[config.mk]
export PLATFORM = sky130hd
export DESIGN_NAME = alu_op_sequencer
export DESIGN_NICKNAME = d
export VERILOG_FILES = /design/src/rtl/alu_op_sequencer.sv
export SDC_FILE = /design/constraint.sdc
export NUM_CORES = 1
export LEC_CHECK = 0
export ABC_AREA = 1
export ABC_CLOCK_PERIOD_IN_PS = 4800
export CORE_ASPECT_RATIO = 1.75
export CORE_MARGIN = 2
export CORE_UTILIZATION = 38
export CTS_CLUSTER_SIZE = 14
export DETAILED_ROUTE_END_ITERATION = 8
export PLACE_DENSITY = 0.76
export SLEW_MARGIN = 15
export SYNTH_ARGS = -nofsm -noshare
export SYNTH_HDL_FRONTEND = slang
export SYNTH_SLANG_ARGS = --single-unit
[constraint.sdc]
create_clock -name clk -period 4.8 [get_ports clk]
set_input_delay 1.2 -clock clk [delete_from_list [all_inputs] [get_ports clk]]
set_output_delay 1.2 -clock clk [all_outputs]
set_load 0.01 [all_outputs]
[src/rtl/alu_op_sequencer.sv]
// Registered request/response driver for the combinational ALU.
// Define ALU_SEQ_CHECK_EN to add a reference-model cross-check.
module alu_op_sequencer #(
  parameter int N      = 32,
  parameter int SETTLE = 1,
  parameter int TAG_W  = 4
) (
  input  logic             clk,
  input  logic             reset,
  input  logic             req_valid,
  output logic             req_ready,
  input  logic [N-1:0]     req_a,
  input  logic [N-1:0]     req_b,
  input  logic [2:0]       req_f,
  input  logic [TAG_W-1:0] req_tag,
  output logic [N-1:0]     alu_a,
  output logic [N-1:0]     alu_b,
  output logic [2:0]       alu_f,
  input  logic [N-1:0]     alu_y,
  input  logic             alu_cout,
  input  logic             alu_zf,
  output logic             rsp_valid,
  input  logic             rsp_ready,
  output logic [N-1:0]     rsp_y,
  output logic             rsp_cout,
  output logic             rsp_zf,
  output logic             rsp_err,
  output logic [TAG_W-1:0] rsp_tag,
`ifdef ALU_SEQ_CHECK_EN
  output logic             rsp_mismatch,
  output logic             mismatch_seen,
`endif
  output logic [15:0]      ops_done
);

  typedef enum logic [1:0] {IDLE, EXEC, RESP} state_t;

  localparam logic [2:0] F_ILL = 3'b011;
  localparam logic [3:0] CNT_INIT = 4'(SETTLE - 1);

  state_t     state, state_nx;
  logic [3:0] cnt;
  logic       acc, cap, hs, ill;

  assign req_ready = (state == IDLE);
  assign rsp_valid = (state == RESP);
  assign acc = req_valid && req_ready;
  assign ill = (req_f == F_ILL);
  assign cap = (state == EXEC) && (cnt == 4'd0);
  assign hs  = rsp_valid && rsp_ready;

  always_ff @(posedge clk or posedge reset) begin
    if (reset) state <= IDLE;
    else       state <= state_nx;
  end

  always_comb begin
    state_nx = state;
    unique case (state)
      IDLE:    if (req_valid) state_nx = ill ? RESP : EXEC;
      EXEC:    if (cnt == 4'd0) state_nx = RESP;
      RESP:    if (rsp_ready) state_nx = IDLE;
      default: state_nx = IDLE;
    endcase
  end

`ifdef ALU_SEQ_CHECK_EN
  logic [N:0]   ref_sum;
  logic [N-1:0] ref_y;
  logic         ref_c_en;
  logic         mm;

  always_comb begin
    ref_sum  = '0;
    ref_y    = '0;
    ref_c_en = 1'b0;
    unique case (1'b1)
      alu_f == 3'b000: ref_y = alu_a & alu_b;
      alu_f == 3'b001: ref_y = alu_a | alu_b;
      alu_f == 3'b100: ref_y = alu_a & ~alu_b;
      alu_f == 3'b101: ref_y = alu_a | ~alu_b;
      alu_f == 3'b010: begin
        ref_sum  = {1'b0, alu_a} + {1'b0, alu_b};
        ref_y    = ref_sum[N-1:0];
        ref_c_en = 1'b1;
      end
      alu_f == 3'b110: begin
        ref_sum  = {1'b0, alu_a} + {1'b0, ~alu_b}
                 + {{N{1'b0}}, 1'b1};
        ref_y    = ref_sum[N-1:0];
        ref_c_en = 1'b1;
      end
      alu_f == 3'b111:
        ref_y = {{(N-1){1'b0}},
                 ($signed(alu_a) < $signed(alu_b))};
      default: ref_y = '0;
    endcase
  end

  // Carry is only meaningful from the adder paths.
  assign mm = (alu_y != ref_y)
           || (alu_zf != (ref_y == '0))
           || (ref_c_en && (alu_cout != ref_sum[N]));

  always_ff @(posedge clk or posedge reset) begin
    if (reset) begin
      rsp_mismatch  <= 1'b0;
      mismatch_seen <= 1'b0;
    end else begin
      if (acc && ill) rsp_mismatch <= 1'b0;
      if (cap) begin
        rsp_mismatch  <= mm;
        mismatch_seen <= mismatch_seen | mm;
      end
    end
  end
`endif

  always_ff @(posedge clk or posedge reset) begin
    if (reset) begin
      alu_a    <= '0;
      alu_b    <= '0;
      alu_f    <= '0;
      cnt      <= '0;
      rsp_y    <= '0;
      rsp_cout <= 1'b0;
      rsp_zf   <= 1'b0;
      rsp_err  <= 1'b0;
      rsp_tag  <= '0;
      ops_done <= '0;
    end else begin
      if (acc) begin
        alu_a   <= req_a;
        alu_b   <= req_b;
        alu_f   <= req_f;
        rsp_tag <= req_tag;
        cnt     <= CNT_INIT;
        if (ill) begin
          rsp_y    <= '0;
          rsp_cout <= 1'b0;
          rsp_zf   <= 1'b0;
          rsp_err  <= 1'b1;
        end
      end
      if (state == EXEC && cnt != 4'd0)
        cnt <= cnt - 4'd1;
      if (cap) begin
        rsp_y    <= alu_y;
        rsp_cout <= alu_cout;
        rsp_zf   <= alu_zf;
        rsp_err  <= 1'b0;
      end
      if (hs && ops_done != 16'hFFFF)
        ops_done <= ops_done + 16'd1;
    end
  end

endmodule
==> summary.txt, run 1 <==
Logic synthesis
  • Top cells by area, synth: dfrtp_1, nand2_1, nand3_1
  • Yosys reg bits: 128
  • Post-synth design cell area: 5441 µm²
  • Synth async-reset ratio: 1.000
  • Dominant cell type by area after synthesis: dfrtp_1
  • Top_reg_cell synth: dfrtp_1
  • Yosys Warn Count: 0
  • Cells after Synth: 639
  • Syn_nets: 750
  • Distinct cells, synth: 30
  • Post-synth top cells: nand2_1, dfrtp_1, nand3_1
  • Post-synth top area share: 0.5886
  • Post-synth EDFFs: 0
  • Cell with the most instances after synthesis: nand2_1
  • Sequential share of the synthesized area: 0.5886
  • Syn Area/Cell: 8.516 µm²

CTS
  • Cts bufs inserted: 17
  • CTS Root Cell: clkbuf_16
  • # hold bufs at CTS: 0
  • CTS clk-pin slew, worst paths: 0.06 ns
  • Clock Path Buffers: 2
  • CTS tree: done
  • Clock sinks: 128
  • Clk_lat worst skew: 0.41 ns
  • Post-CTS sizing: 0
  • Htree depth: 4
  • Post-CTS setup buffers: 0

Global route
  • Global-route wire length before repair: approximately 25000 µm
  • Total grt overflow: 0
  • Largest net degree at the start of global routing: between 70 and 80
  • Number of global-route vias before repair: 4877
  • Initial antenna violation count: 0
  • GRT Util Overall: 0.2063

Place
  • HPWL after DPL: 11070 µm
  • Global placement routability congestion: 0.8452
  • Port Buffers: 232
  • Pre-CTS WS: 1.697 ns
  • DP Area: between 7000 and 8000 µm²
  • Placed cell count: between 1000 and 1500

Die
  • Core area: around 14000 µm²
  • DIE HEIGHT: 162.3 µm
  • Row cnt: 57
  • Initial Util: 0.3893
  • I/O pins: 233
  • Die X: around 94 µm
  • Die Area: 15330 µm²

Timing
  • Period utilisation layout: 0.5844
  • Slew Limit Headroom: 0.4307
  • Setup Viol. Count Final: 0
  • Peak Freq: between 300 and 400 MHz
  • Final hold vios: 0
  • Tightest Pin Transition: 0.8539 ns
  • Setup Skew: 0.007915 ns
  • Setup TNS: 0 ns
  • RSZ-0062 raised after global routing: no
  • Final Worst Setup Slack: 1.995 ns
  • Fin crit period: 2.805 ns
  • Fin. max-slew vios: 0

Setup path
  • CP top delay family: buffers and inverters
  • Setup Crit Path Kind: reg2out
  • Worst-path fanout max: 3
  • Required time of the critical path: ~3.6 ns
  • Largest stage delay on the critical path: 0.60 ns
  • WP buf/inv: 1
  • Crit path DAT: about 1.6 ns
  • Slowest cell on the critical path: clkdlybuf4s50_1
  • FF-to-FF Start: cnt[0]
  • R2R depth: 6
  • Critical Path Start: state[1]
  • Crit end category: output pin
  • Critical path depth: 2
  • Critical path, cell by cell: nor2_2, clkdlybuf4s50_1
  • Type of origin of the critical path: flop

Detailed routing
  • DRC viols: 0
  • Pre-Repair DR Iteration Count: 4
  • Vias per cell: 4.691
  • Routed len/inst: 14.65 µm
  • Drt total wl: 15480 µm
  • DR iter-0 viols: about 200
  • Routed Antenna Nets: 0
  • Via count: 4958

Cells and area
  • # fillers: 1227
  • Fraction of layout instances using a drive strength above 1: 0.07159
  • Area grow syn2layout: 56.27%
  • Final instance area: roughly 8500 µm²
  • Number of cells in the finished layout apart from fillers: 1057
  • Post-layout nets: ~980
  • N_diodes: 0

Power and ir drop
  • Clock Power Share: 0.253
  • Leak: 4.079 nW
  • P_sw: about 1.9 mW
  • Sw Share: 0.3529
  • Sequential fraction of design power: 0.338
  • Power per Cell Area: between 600 and 700 nW/µm²
  • Tot Pwr: 5.416 mW
  • Comb pwr share: 0.409
  • Int Power: 3.504 mW
  • Max VDD drop: 0.0002918 V

Hold path
  • Hold crit path type: reg2reg
  • Worst hold path stage count: 2
  • Hold path start: alu_a[17]

Outcome
  • Status: finished, final reports clean

Run
  • Max cap viols: 0
[registers in the layout, indices dropped and copies added, names as in the netlist]
signal	count
alu_b	32
rsp_cout	1
rsp_zf	1
rsp_err	1
ops_done	16
state	2
alu_a	32
rsp_y	32
cnt	4
rsp_tag	4
alu_f	3
[placed cells by master, fill, tap and decap left out, types with 6 or more instances in the layout]
master,n
nand3_1,43
clkbuf_16,17
nand2_1,346
dfrtp_1,128
nor2_1,18
nor2_2,6
o21ai_0,7
inv_1,20
clkdlybuf4s50_1,232
nand4_1,6
[power by group through the flow]
stage          logic [mW]  registers [mW]  clock network, mW
2_1_floorplan       0.828            2.02                  0
3_3_place_gp         2.20            1.83                  0
3_5_place_dp         2.25            1.84                  0
4_1_cts              2.26            1.83               1.40
5_1_grt              2.43            1.89               1.44
6_report             2.21            1.83               1.37
[kinds of logic (layout without fill, tap and decap cells)]
group | count (synthesis) | count (layout) | synth area share
AO/OA/AOI/OAI | 18 | 18 | 0.02069
XOR/XNOR | 5 | 5 | 0.008047
adder cells (fa/ha/maj) | 2 | 2 | 0.004598
buffers and inverters | 51 | 292 | 0.04461
flip-flops | 128 | 128 | 0.5886
AND/OR/NAND/NOR | 435 | 435 | 0.3334
[layer usage]
metal  routed length (µm)  track usage
met5                    0            0
met4                  725       0.1186
met3                  587      0.04406
met2                 8348       0.3571
met1                 5818       0.2299
[worst register-to-register path, stage by stage (launching register included)]
cell and delay [ns]:
dfrtp_1 0.38, inv_1 0.11, ha_1 0.24, nand3_2 0.58, inv_2 0.73, nand2_1 0.13
nand2_1 0.11
[layout make-up]
cell class | instances | area [µm²] | area share
clock buffers | 17 | 425.4 | 0.05003
repair buffers | 235 | 2357 | 0.2772
flip-flops and latches | 128 | 3203 | 0.3767
well taps | 177 | 221.5 | 0.02604
clock inverters | 15 | 200.2 | 0.02354
inverters | 25 | 97.59 | 0.01148
multi-input cells | 460 | 1998 | 0.2350
[worst paths after layout]
check / to / slack [ns]
worst max-delay path: req_ready / 1.99
worst min-delay path: alu_a[17] / 0.47
worst max register to register: rsp_y[6] / 2.47
worst min register to register: alu_a[17] / 0.47
max in group asynchronous: alu_b[3] / 2.63
min in group asynchronous: alu_b[15] / 1.32
[metrics by stage]
stage               hold slack [ns]  utilization
floorplan                    0.5154            -
global placement             0.4605       0.5636
detailed placement           0.4643       0.5636
CTS                          0.4804       0.6083
global route                 0.4970       0.6083
finish                       0.4747       0.6083
No activity file was read; power rests on OpenSTA's default activity.
==> run 2: changes to the inputs <==
--- a/config.mk
+++ b/config.mk
@@ -6,13 +6,13 @@
 export NUM_CORES = 1
 export LEC_CHECK = 0
 export ABC_AREA = 1
-export ABC_CLOCK_PERIOD_IN_PS = 4800
+export ABC_CLOCK_PERIOD_IN_PS = 2600
 export CORE_ASPECT_RATIO = 1.75
 export CORE_MARGIN = 2
-export CORE_UTILIZATION = 38
+export CORE_UTILIZATION = 43
 export CTS_CLUSTER_SIZE = 14
 export DETAILED_ROUTE_END_ITERATION = 8
-export PLACE_DENSITY = 0.76
+export PLACE_DENSITY = 0.81
 export SLEW_MARGIN = 15
 export SYNTH_ARGS = -nofsm -noshare
 export SYNTH_HDL_FRONTEND = slang
==> constraint.sdc (replaced) <==
create_clock -name clk -period 2.6 [get_ports clk]
set_input_delay 0.65 -clock clk [delete_from_list [all_inputs] [get_ports clk]]
set_output_delay 0.65 -clock clk [all_outputs]
set_load 0.01 [all_outputs]
==> summary.txt, run 2 (synthesis gave the netlist of run 1 again) <==
Cells and area
  • Most frequent cells in the layout: nand2_1, clkdlybuf4s50_1, dfrtp_1, nand3_1, inv_1
  • Post-layout nets: 981 (+0.31%)
  • Final instance area: 8531 µm² (+0.32%)
  • N_diodes: 0 (unchanged)
  • Fraction of layout instances using a drive strength above 1: 0.07248 (+0.0008893)
  • Number of cells in the finished layout apart from fillers: 1051 (-0.57%)
  • Most common cell after layout, fill and taps aside: nand2_1
  • Area grow syn2layout: 56.77%
  • Top flop regs: alu_a x32, alu_b x32, rsp_y x32

Power and ir drop
  • Max VDD drop: 0.0007635 V (+160%)
  • Sw Share: 0.3476 (-0.005303)
  • Leak: 4.084 nW (+0.13%)
  • Sequential fraction of design power: 0.339 (about the same)
  • Clock Power Share: 0.246 (-0.007)
  • P_sw: 3.477 mW (+82%)
  • Tot Pwr: 10.00 mW (+85%)
  • Int Power: 6.525 mW (+86%)
  • Comb pwr share: 0.415 (+0.006)
  • Power per Cell Area: 1172 nW/µm² (+84%)

Die
  • Initial Util: 0.4377 (+0.04842)
  • DIE HEIGHT: 152.8 µm (-5.8%)
  • Core area: 12430 µm² (-11%)
  • Die Area: 13610 µm² (-11%)
  • Die X: 89.04 µm (-5.7%)
  • I/O pins: 233 (unchanged)
  • Row cnt: 54 (-5.3%)

Detailed routing
  • Via count: 4989 (+0.63%)
  • Pre-Repair DR Iteration Count: 4 (unchanged)
  • DR iter-0 viols: 209 (+2.5%)
  • Routed len/inst: 14.66 µm (+0.12%)
  • Vias per cell: 4.747 (+1.2%)
  • Drt total wl: 15410 µm (-0.45%)
  • DRC viols: 0 (unchanged)
  • Routed Antenna Nets: 0 (unchanged)

Setup path
  • WP buf/inv: 1 (unchanged)
  • R2R depth: 8 (+2)
  • Largest stage delay on the critical path: 0.58 ns (-0.02 ns)
  • FF-to-FF Start: ops_done[0]
  • Crit end category: output pin
  • Critical Path Start: state[1]
  • Required time of the critical path: 1.95 ns (-1.65 ns)
  • Reg2reg setup slack: 0.83 ns (-1.64 ns)
  • Slowest cell on the critical path: clkdlybuf4s50_1
  • Type of origin of the critical path: flop
  • Crit path to: req_ready
  • Critical path depth: 2 (unchanged)
  • Crit path DAT: 1.60 ns (about the same)
  • Worst R2R End: ops_done[1]
  • Worst-path fanout max: 3 (unchanged)
  • Critical path, cell by cell: nor2_2, clkdlybuf4s50_1
  • CP top delay family: buffers and inverters
  • Setup Crit Path Kind: reg2out

Hold path
  • Hold crit path type: reg2reg
  • Hold path start: alu_b[16]

CTS
  • Htree depth: 4 (unchanged)
  • CTS tree: done
  • Clock Path Buffers: 2 (unchanged)
  • Clk_lat worst skew: 0.41 ns (about the same)
  • Cts bufs inserted: 17 (unchanged)
  • Post-CTS sizing: 0 (unchanged)
  • Post-CTS setup buffers: 0 (unchanged)
  • CTS Root Cell: clkbuf_16
  • # hold bufs at CTS: 0 (unchanged)
  • CTS clk-pin slew, worst paths: 0.06 ns (about the same)
  • Clock sinks: 128 (unchanged)

Place
  • Port Buffers: 232 (unchanged)
  • HPWL after DPL: 11020 µm (-0.40%)
  • Placed cell count: 1019 (-0.59%)
  • Global placement routability congestion: 0.8140 (-3.7%)
  • DP Area: 7915 µm² (+0.48%)

Timing
  • Setup Viol. Count Final: 0 (unchanged)
  • RSZ-0062 raised after global routing: no
  • Tightest Pin Transition: 0.5506 ns (-0.3033 ns)
  • Setup Skew: 0.01027 ns (+0.002358 ns)
  • Final hold vios: 0 (unchanged)
  • Period utilisation layout: 0.8635
  • Slew Limit Headroom: 0.6324 (+0.2017)
  • Fin crit period: between 2 and 2.5 ns
  • Fin. max-slew vios: 0 (unchanged)
  • Setup TNS: 0 ns (unchanged)
  • Peak Freq: approximately 450 MHz

Global route
  • Number of global-route vias before repair: 5257 (+7.8%)
  • Total grt overflow: 0 (unchanged)
  • GRT Util Overall: 0.2376 (+0.03130)
  • Largest net degree at the start of global routing: 74 (unchanged)
  • Initial antenna violation count: 0 (unchanged)
  • Global-route wire length before repair: 25010 µm (+1.9%)

Outcome
  • Status: finished, final reports clean

Run
  • Max cap viols: 0 (unchanged)
==> run 2: cell types whose count changed in the layout (fill, tap and decap cells not counted), sizes merged <==
cell	previous run	this run
clkinvlp	2	5
buf	3	6
clkbuf	17	21
inv	31	24
==> run 2: worst min path at each step <==
| stage | endpoint | slack [ns] | cells after the start |
|---|---|---|---|
| after global routing | alu_a[5] | 0.50 | 2 |
| after CTS | alu_b[16] | 0.48 | 2 |
| after detailed placement | alu_b[16] | 0.46 | 2 |
| after global placement | alu_b[28] | 0.46 | 2 |
| after floorplan | alu_a[0] | 0.52 | 2 |
| final | alu_b[16] | 0.48 | 2 |
==> run 2: stage by stage <==
step           setup slack [ns]  hold WS [ns]  utilization
5_1_grt                  0.2803        0.4959       0.6862
3_5_place_dp             0.4748        0.4636       0.6367
4_1_cts                  0.3417        0.4796       0.6862
3_3_place_gp             0.5331        0.4604       0.6367
6_report                 0.3549        0.4756       0.6862
2_1_floorplan            0.3688        0.5154            -
==> run 2: metal layers <==
metal	share of wire	wire [µm]	up-vias	track usage
li1	-	-	2445	-
met1	0.36	5527	2323	0.2515
met2	0.55	8491	179	0.4325
met3	0.054	839	42	0.05724
met4	0.036	552	0	0.1002
met5	0	0	-	0
==> run 2: power by group through the flow <==
stage	clock, mW	sequential, mW	combinational, mW
4_1_cts	2.50	3.39	4.21
3_3_place_gp	0	3.37	4.09
3_5_place_dp	0	3.40	4.18
5_1_grt	2.59	3.51	4.57
6_report	2.46	3.39	4.15
2_1_floorplan	0	3.74	1.53
==> run 2: cell type report <==
cell class,count,area [µm²]
clock buffers,21,460.4
flip-flops and latches,128,3203
repair buffers,238,2405
inverters,25,98.84
fillers,1039,3901
well taps,168,210.2
clock inverters,11,155.1
multi-input cells,460,1998
==> run 2: worst register-to-register path, stage by stage (launching register included) <==
cell	delay, ns
dfrtp_1	0.44
ha_1	0.31
nand3_2	0.15
clkinv_2	0.12
nand2_4	0.09
nor2_4	0.04
nor2_4	0.31
nand2_1	0.14
nand2_1	0.11
==> RTL change: new RTL, flow settings as in run 1 <==
The 3 states of `state_t` get a one-hot encoding in 3 bits.
--- a/src/rtl/alu_op_sequencer.sv
+++ b/src/rtl/alu_op_sequencer.sv
@@ -33,7 +33,7 @@
   output logic [15:0]      ops_done
 );
 
-  typedef enum logic [1:0] {IDLE, EXEC, RESP} state_t;
+  typedef enum logic [2:0] {IDLE = 3'b001, EXEC = 3'b010, RESP = 3'b100} state_t;
 
   localparam logic [2:0] F_ILL = 3'b011;
   localparam logic [3:0] CNT_INIT = 4'(SETTLE - 1);
Behaviour: same outputs for any inputs over 10 cycles, from zero or initial values and one cycle with reset high; not proved beyond that.
==> RTL change against run 1 <==
- register-to-register slack improved by 0.11 ns
- wire length decreased by 3.7%
- power fell by 8.2%
- critical path type unchanged
- combinational power decreased by 9.5%
- synthesized area shrank 1.4%
- setup slack lost 0.14 ns
- core utilization down 0.12 points
- via count fell by 2.2%
- clock skew increased by 0.0027 ns
- sequential share of layout area grew 0.78 points
- hold slack worse by 0.0077 ns
- final area decreased by 1.2%
- sequential cell count grew 1
==> RTL change: results (changes against run 1) <==
cp_top_family: "buffers and inverters"
min_path_type: "register to register"
synth.yosys.warnings: 0  # unchanged
drive_gt1_share_pct: 5.59  # -1.6 points
ys_seq_area_share_pct: 60.2  # +1.4 points
syn_nets: 760  # +1.3%
finClkSkew_ns: 0.0106  # +0.00270 ns
reg_top3: "alu_a (32), alu_b (32), rsp_y (32)"
peakVddDrop_mv: 0.323  # +11%
clockRootBuffer: "clkbuf_16"
insertion_delay_ns: 0.41  # about the same
route.met3.wl_um: 639  # +8.9%
num-nets-final: 993  # +1.5%
drt_iter0_drc: 217  # +6.4%
htree_num_levels: 4  # unchanged
dr.max_layer_used: "met4"
slowest_delay_ns: 0.56  # -0.04 ns
dpl.hpwl_mm: 11.0  # -0.67%
crit_arrival_ns: 1.74  # +0.13 ns
power_leakage_nw: 4.12  # +0.98%
nFillCells: 1245  # +1.5%
status: "finished clean"
m1WireLength_mm: 5.37  # -7.7%
rrSetupSlack_ns: 2.58  # +0.11 ns
clk_pin_slew_ns: 0.05
hold_ws_ns: 0.467  # -0.00773 ns
dr_total_vias: 4850  # -2.2%
slew_headroom_pct: 40.5  # -2.6 points
gp_congestion: 0.842  # -0.44%
drtPass1Iterations: 4  # unchanged
postCtsHoldBufs: 0  # unchanged
cts_buffers: 17  # unchanged
post_cts_buffers: 0  # unchanged
synth.distinct_cells: 25  # -17%
grt_pass1_vias: 4797  # -1.6%
grt_max_degree: 73  # -1.4%
routed_wl_mm: 14.9  # -3.7%
grt_first_pass_wirelength_mm: 23.8  # -2.9%
synth_area_leaders: "dfrtp_1 (60%), nand2_1 (28%), inv_1 (2.0%)"
gr-usage-all-layers_pct: 20.2  # -0.47 points
wl_met2_mm: 8.58  # +2.7%
synth_common_cells: "nand2_1 (396), dfrtp_1 (128), inv_1 (28), nor2_1 (21)"
-- RTL change: cell count changes after synthesis, moves of 2 or more --
cell | run 1 | this run
buf_2 | 19 | 5
inv_1 | 21 | 28
xor2_1 | 0 | 2
nor2_2 | 6 | 1
nand3_1 | 43 | 11
nor2_1 | 18 | 21
o21ai_2 | 5 | 0
nand2_1 | 347 | 396
clkbuf_1 | 2 | 13
o21ai_1 | 3 | 0
o21ai_0 | 7 | 13
-- RTL change: cell type report --
cell class,instances,area share (%)
multi-input cells,467,22.7
flip-flops and latches,129,38.4
clock inverters,13,1.22
inverters,31,1.42
well taps,177,2.64
repair buffers,236,28.2
clock buffers,19,5.39
-- RTL change: per-stage QoR --
stage                     std cells  setup slack, ns  instance area [um2]  total power, mW  utilization, %
after floorplan                 649            0.161                 5360             2.68               -
after CTS                      1072             1.82                 8400             5.05            60.7
after detailed placement       1040             1.49                 7840             3.82            56.7
final                          1072             1.86                 8400             4.97            60.7
after global placement         1040             1.53                 7840             3.78            56.7
after global routing           1072             1.76                 8400             5.32            60.7
-- RTL change: worst paths after layout --
kind,from,depth (start not counted),to
worst max-delay path,state[0],3,req_ready
worst min-delay path,alu_f[0],2,alu_f[0]
worst max register to register,cnt[0],7,rsp_err
worst min register to register,alu_f[0],2,alu_f[0]
max in group asynchronous,reset,3,alu_b[4]
min in group asynchronous,reset,2,alu_a[10]
-- RTL change: logic make-up after synthesis --
logic type                 Yosys count  synth area share, %
buffers and inverters               53                 4.18
DFF                                129                 60.2
AOI/OAI and AO/OA                   17                 1.87
and+or+nand+nor                    442                 32.3
adders and majority gates            2                0.467
xor gates and xnor gates             6                0.980
-- RTL change: where the power goes --
group	total, mW	internal [mW]	switching (mW)
sequential	1.78	1.53	0.244
combinational	2.00	1.02	0.985
clock	1.19	0.694	0.498
-- RTL change: layer usage --
layer  up-vias  GRT usage [%]
met2       136           37.9
met5         -              0
met4         0           7.18
met1      2260           21.3
met3        20           4.80
li1       2434              -
-- RTL change: worst reg2reg max path, stage by stage, from the launching register on --
cell and delay (ns):
dfrtp_1 0.37, inv_1 0.11, ha_1 0.20, nand3_1 0.16
nor2_4 0.68, a21oi_4 0.32, nand2_1 0.14, o21ai_0 0.08
